## src/rtl/execute.sv

```systemverilog
// Execute stage: operand forwarding, ALU, address adder and the
// pipeline registers feeding the memory/writeback stages.
module execute (
    input  logic        clk,
    input  logic        rst,
    input  logic        enable_execute,
    input  logic [15:0] IR,
    input  logic [15:0] npc_in,
    input  logic [5:0]  E_Control,
    input  logic [1:0]  W_Control_in,
    input  logic        Mem_Control_in,
    input  logic [15:0] VSR1,
    input  logic [15:0] VSR2,
    input  logic        bypass_alu_1,
    input  logic        bypass_alu_2,
    input  logic        bypass_mem_1,
    input  logic        bypass_mem_2,
    input  logic [15:0] Mem_Bypass_Val,
    output logic [15:0] aluout,
    output logic [15:0] pcout,
    output logic [1:0]  W_Control_out,
    output logic        Mem_Control_out,
    output logic [15:0] M_Data,
    output logic [2:0]  dr,
    output logic [2:0]  sr1,
    output logic [2:0]  sr2,
    output logic [15:0] IR_Exec,
    output logic [2:0]  NZP
);

    localparam int unsigned DW = 16;
    localparam int unsigned RW = 3;

    logic [3:0]    opcode;
    logic [1:0]    alu_control;
    logic [1:0]    pcselect1;
    logic          pcselect2;
    logic          op2select;

    logic [DW-1:0] op1;
    logic [DW-1:0] op2;
    logic [DW-1:0] alu_b;
    logic [DW-1:0] alu_res;
    logic [DW-1:0] addr_base;
    logic [DW-1:0] addr_off;
    logic [DW-1:0] addr_res;
    logic [DW-1:0] aluout_next;
    logic [RW-1:0] nzp_next;
    logic          is_alu_op;

    assign opcode      = IR[15:12];
    assign alu_control = E_Control[5:4];
    assign pcselect1   = E_Control[3:2];
    assign pcselect2   = E_Control[1];
    assign op2select   = E_Control[0];

    // Register specifiers for the register file read, straight from IR.
    always_comb begin
        sr1 = IR[8:6];
        sr2 = IR[2:0];
        if (opcode == 4'b0011 || opcode == 4'b0111 || opcode == 4'b1011) begin
            sr2 = IR[11:9];
        end
    end

    // Operand forwarding; own ALU result has priority over memory stage.
    always_comb begin
        op1 = VSR1;
        op2 = VSR2;
        if (bypass_alu_1) begin
            op1 = aluout;
        end else if (bypass_mem_1) begin
            op1 = Mem_Bypass_Val;
        end
        if (bypass_alu_2) begin
            op2 = aluout;
        end else if (bypass_mem_2) begin
            op2 = Mem_Bypass_Val;
        end
    end

    // ALU with register or 5-bit immediate second input.
    always_comb begin
        alu_b   = op2select ? op2 : {{(DW-5){IR[4]}}, IR[4:0]};
        alu_res = '0;
        case (alu_control)
            2'b00:   alu_res = DW'(op1 + alu_b);
            2'b01:   alu_res = op1 & alu_b;
            2'b10:   alu_res = ~op1;
            default: alu_res = op1;
        endcase
    end

    // Address adder for branch, jump and memory targets.
    always_comb begin
        addr_base = pcselect2 ? npc_in : op1;
        addr_off  = '0;
        case (pcselect1)
            2'b00:   addr_off = {{(DW-11){IR[10]}}, IR[10:0]};
            2'b01:   addr_off = {{(DW-9){IR[8]}}, IR[8:0]};
            2'b10:   addr_off = {{(DW-6){IR[5]}}, IR[5:0]};
            default: addr_off = '0;
        endcase
        addr_res = DW'(addr_base + addr_off);
    end

    // Result select and branch condition mask for the next capture.
    always_comb begin
        is_alu_op   = (opcode == 4'b0001) || (opcode == 4'b0101) || (opcode == 4'b1001);
        aluout_next = is_alu_op ? alu_res : addr_res;
        nzp_next    = '0;
        if (opcode == 4'b0000) begin
            nzp_next = IR[11:9];
        end else if (opcode == 4'b1100) begin
            nzp_next = 3'b111;
        end
    end

    // Pipeline registers, loaded on enable and cleared by reset.
    always_ff @(posedge clk or negedge rst) begin
        if (!rst) begin
            aluout          <= '0;
            pcout           <= '0;
            M_Data          <= '0;
            IR_Exec         <= '0;
            dr              <= '0;
            NZP             <= '0;
            W_Control_out   <= '0;
            Mem_Control_out <= 1'b0;
        end else if (enable_execute) begin
            aluout          <= aluout_next;
            pcout           <= addr_res;
            M_Data          <= op2;
            IR_Exec         <= IR;
            dr              <= IR[11:9];
            NZP             <= nzp_next;
            W_Control_out   <= W_Control_in;
            Mem_Control_out <= Mem_Control_in;
        end
    end

endmodule

```

## config.mk

```make
export PLATFORM = sky130hd
export DESIGN_NAME = execute
export DESIGN_NICKNAME = d
export VERILOG_FILES = /design/src/rtl/execute.sv
export SDC_FILE = /design/constraint.sdc
export NUM_CORES = 1
export LEC_CHECK = 0
export ABC_AREA = 1
export CORE_MARGIN = 2
export CORE_UTILIZATION = 25
export CTS_CLUSTER_DIAMETER = 50
export CTS_CLUSTER_SIZE = 40
export DETAILED_ROUTE_END_ITERATION = 8
export PLACE_DENSITY = 0.55
export SYNTH_ARGS = -nofsm -noshare
export SYNTH_HDL_FRONTEND = slang
export SYNTH_SLANG_ARGS = --single-unit
```

## constraint.sdc

```tcl
create_clock -name clk -period 6.76 [get_ports clk]
set_input_delay 1.352 -clock clk [delete_from_list [all_inputs] [get_ports clk]]
set_output_delay 1.352 -clock clk [all_outputs]
set_load 0.01 [all_outputs]
```

Yosys cells after proc, flatten, opt, wreduce, memory -nomap -nowiden --
Index checks and enable logic that the tools add are counted. W data, S select, Z words.
Word-level totals: register bits 73, input bits 96, output and inout port bits 79, logic and storage cells 42
Cells by class: add/sub/neg operators 2, equal/unequal tests 11, muxes and demuxes 12, bitwise logic cells 2, reductions and logical operators 7
Operators by type and width (number):
- $mux W16 | 7
- $pmux W16 S3 | 2
- $add A16 B16 Y16 | 2
- $and A16 B16 Y16 | 1
- $not A16 Y16 | 1
- $eq A4 B4 Y1 const B | 3
- $mux W3 | 3
- $eq A4 B3 Y1 const B | 2
- $eq A2 B1 Y1 const B | 2
- $eq A2 B2 Y1 const B | 2
- $eq A4 B1 Y1 const B | 1
- $eq A4 B2 Y1 const B | 1
- $logic_not A2 Y1 | 2
- $logic_not A4 Y1 | 1
- $logic_or A1 B1 Y1 | 4

Longest topological paths before layout --
depth after elaboration 6, gate-level depth with buffers 21, gate-level depth less buffers 20

Least setup slack after synthesis --
No wires, ideal clock.
kind input port to flip-flop, start input port bypass_mem_1, end register aluout[12], library setup time 116 ps, data arrival time 3414 ps, data required time 6644 ps, slack 3230 ps, stages 19, path buffers 1, cells stage by stage buf_6 -> or2_2 -> o211ai_1 -> o21a_1 -> inv_1 -> ha_1 -> fa_1 -> nand2_1 -> nand3_1 -> o21ai_2 -> inv_1 -> nand2_1 -> nand2_1 -> nand2_1 -> nand3_1 -> nand3_1 -> nand2_1 -> nand2_1 -> nand2_1
On the way: word-level cells in the longest chain between the ends 5
Ends and longest elaborated chain:
- from (decl) | line 16 | input logic bypass_mem_1,
- $mux W16 (*) | line 72 | end else if (bypass_mem_1) begin
- $mux W16 (*) | line 70 | if (bypass_alu_1) begin
- $add A16 B16 Y16, or another cell as far along | line 87 | 2'b00: alu_res = DW'(op1 + alu_b);
- $pmux W16 S3 / $add A16 B16 Y16 (equally long branches) | line 86, 104
- $mux W16 (*) | line 110 | aluout_next = is_alu_op ? alu_res : addr_res;
- to (signal assigned) | line 131 | aluout <= aluout_next;
- to (decl) | line 19 | output logic [15:0] aluout,
Mark *: on every way between the ends. The rest lies on a longest branch, timed or not. A chain may end at the register's enable or synchronous reset.

Worst setup path in the final report --
start input port bypass_mem_2, end register aluout[12]
On the way: word-level cells in the longest chain between the ends 6
Ends and longest elaborated chain:
- from (decl) | line 17 | input logic bypass_mem_2,
- $mux W16 (*) | line 77 | end else if (bypass_mem_2) begin
- $mux W16 (*) | line 75 | if (bypass_alu_2) begin
- $mux W16 (*) | line 84 | alu_b = op2select ? op2 : {{(DW-5){IR[4]}}, IR[4:0]};
- $add A16 B16 Y16 / $and A16 B16 Y16 (equally long branches) | line 87, 88
- $pmux W16 S3 (*) | line 86 | case (alu_control)
- $mux W16 (*) | line 110
Marks and branches as above.

==> flow_summary.json <==
{
  "powerDensity_mw_per_mm2": 237,
  "grt_pass1_vias": 6208,
  "fin_crit_sh": 0.697,
  "grt_max_degree": 71,
  "htreeDepth": 3,
  "root_buffer": "clkbuf_16",
  "antenna_cells": 0,
  "hold_viol_final": 0,
  "synth.cell_area_mm2": 0.00592,
  "cts_buffers": 9,
  "required_ns": 7.05,
  "leakagePower_nw": 3.84,
  "drtIter0Drc": 642,
  "drc": 0,
  "crit_type": "primary input to flip-flop",
  "grt_pass1_wl_mm": 35.7,
  "endpoint_kind": "flip-flop",
  "cap_violations": 0,
  "synth_cells": 912,
  "cts_num_sinks": 70,
  "syn_nets": 1041,
  "setup_viol": 0,
  "cts_setup_buffers": 0,
  "clk_pin_slew_ns": 0.06,
  "ant_nets": 0,
  "synth_edf_count": 0,
  "start_util": 0.254,
  "io_pins": 175,
  "timing.critical_path.from_type": "primary input",
  "die_area_mm2": 0.0249,
  "cts_max_path_buffers": 2,
  "yosysWarnings": 0,
  "worstPathMaxFanout": 17,
  "layout_commonest_cell": "nand2_1",
  "cts_tree": "built",
  "status": "complete, no violations",
  "areaGrowthSynthToFinish_pct": 37.7,
  "ys_seq_area_frac": 0.296,
  "gp_congestion": 0.903,
  "postSynthAreaPerCell_um2": 6.49,
  "clock_skew_ns": 0.00425,
  "min_path_type": "flip-flop to flip-flop",
  "die_x_um": 158,
  "grt_use_total": 0.187,
  "antenna_found_initial": 0,
  "fmaxAchievable_ghz": 0.212,
  "final_cell_mix": "nand2_1, clkdlybuf4s50_1, o21ai_0, nand3_1, inv_1",
  "max-slew-margin-rel": 0.313,
  "slew_viol_final": 0,
  "dr.pass1.iters": 6,
  "floorplan.rows": 56,
  "nets": 1186,
  "routed_wirelength_mm": 23.1,
  "synth_cell_type_count": 48,
  "power_mw": 1.93,
  "totalNegativeSetupSlack_ns": 0,
  "async_flop_share": 1.00,
  "vdd_drop_max_uv": 118,
  "coreArea_mm2": 0.0233,
  "cp_data_arrival_time_ns": 5.00,
  "portBuffers": 174,
  "hpwl_mm": 17.7,
  "clock_latency_ns": 0.35,
  "wl_per_cell_um": 16.7,
  "overflow": 0,
  "holdBufCountCts": 0,
  "drive_gt1_frac": 0.0461,
  "die_y_um": 158,
  "cts_resized": 0,
  "dr_total_vias": 6546,
  "period_minus_slack_ns": 4.71,
  "hold_ws_ns": 0.470,
  "tightest_slew_ns": 1.03,
  "vias_per_cell": 4.74,
  "ys_ff_latch": 70,
  "rsz0062_at_grt": "false",
  "ys.flop_type": "dfrtp_1"
}
layer usage:
metal	vias up	wire, um	global-route usage
met5	-	0	0
met4	0	192	0.0377
met3	13	1840	0.0438
met2	241	9960	0.289
met1	2991	11100	0.264
li1	3301	-	-
power by group:
group	leakage, nW	total (mW)	internal (mW)	switching [mW]
clock	0.139	0.516	0.289	0.227
sequential	0.855	0.563	0.494	0.0693
combinational	2.85	0.850	0.372	0.478
total	3.84	1.93	1.16	0.773
layout make-up:
type,instances,area (um2)
tap,319,399
multi-input combinational,718,3630
clock buffer,10,229
inverter,81,309
clock inverter,6,71.3
fill,2532,15200
timing repair buffer,177,1760
sequential,70,1750
cells in the mapped netlist, drive strengths merged, types with 4 or more instances:
| library cell | instances | area [um2] |
|---|---|---|
| nor2 | 42 | 168 |
| dfrtp | 70 | 1750 |
| clkbuf | 15 | 56.3 |
| ha | 31 | 388 |
| nand3b | 6 | 45.0 |
| o221ai | 5 | 43.8 |
| nand2 | 335 | 1270 |
| a221oi | 5 | 43.8 |
| a21o | 4 | 30.0 |
| nand3 | 84 | 425 |
| buf | 28 | 175 |
| o21a | 5 | 37.5 |
| a22oi | 5 | 37.5 |
| a21oi | 45 | 236 |
| nor3 | 4 | 25.0 |
| or2 | 8 | 50.1 |
| o211ai | 7 | 57.6 |
| o21ai | 111 | 578 |
| inv | 81 | 309 |
registers in the layout (all words and copies together) (netlist names):
register	cells
Mem_Control_out	1
pcout	16
NZP	3
W_Control_out	2
IR_Exec	14
aluout	16
dr	2
M_Data	16
through the flow:
stage	util	setup WS (ns)	std cells	area (um2)
6_report	0.349	2.05	1381	8150
5_1_grt	0.349	1.81	1381	8150
4_1_cts	0.349	2.08	1381	8150
3_5_place_dp	0.336	1.72	1365	7850
3_3_place_gp	0.336	1.77	1365	7850
2_1_floorplan	-	3.23	912	5920
final timing paths:
check | depth (start not counted) | slack (ns) | end | from
max in group asynchronous | 1 | 4.98 | pcout[10]$_DFFE_PN0P_ | rst
setup reg to reg | 11 | 4.03 | aluout[15]$_DFFE_PN0P_ | aluout[9]$_DFFE_PN0P_
hold reg to reg | 2 | 0.47 | IR_Exec[15]$_DFFE_PN0P_ | IR_Exec[15]$_DFFE_PN0P_
min in group asynchronous | 1 | 1.15 | M_Data[3]$_DFFE_PN0P_ | rst
hold / removal | 2 | 0.47 | IR_Exec[15]$_DFFE_PN0P_ | IR_Exec[15]$_DFFE_PN0P_
setup / recovery | 21 | 2.05 | aluout[12]$_DFFE_PN0P_ | bypass_mem_2
critical path, cell delays in order:
cell and delay [ns]:
clkdlybuf4s50_1 0.90, inv_1 0.48, nand2_1 0.17, nand3_1 0.09
o21ai_0 0.15, o21ai_0 0.13, ha_1 0.30, fa_1 0.41
nand2_1 0.10, nand3_1 0.09, o21ai_2 0.09, inv_1 0.09
nand2_1 0.08, nand2_1 0.08, nand2_1 0.09, nand2_1 0.05
nand2_1 0.05, nand3_1 0.06, nand2_1 0.11, nand2_1 0.05
nand2_1 0.06
cells by family (layout without fill, tap and decap cells):
family | count (synthesis) | count (layout) | synth area share
and+or+nand+nor | 484 | 484 | 0.341
AOI/OAI and AO/OA | 195 | 195 | 0.190
buffers and inverters | 124 | 274 | 0.0913
DFF | 70 | 70 | 0.296
adders and majority gates | 33 | 33 | 0.0723
xor gates and xnor gates | 5 | 5 | 0.00740
muxes | 1 | 1 | 0.00190
Note: power is estimated with default switching activity, not from simulation.
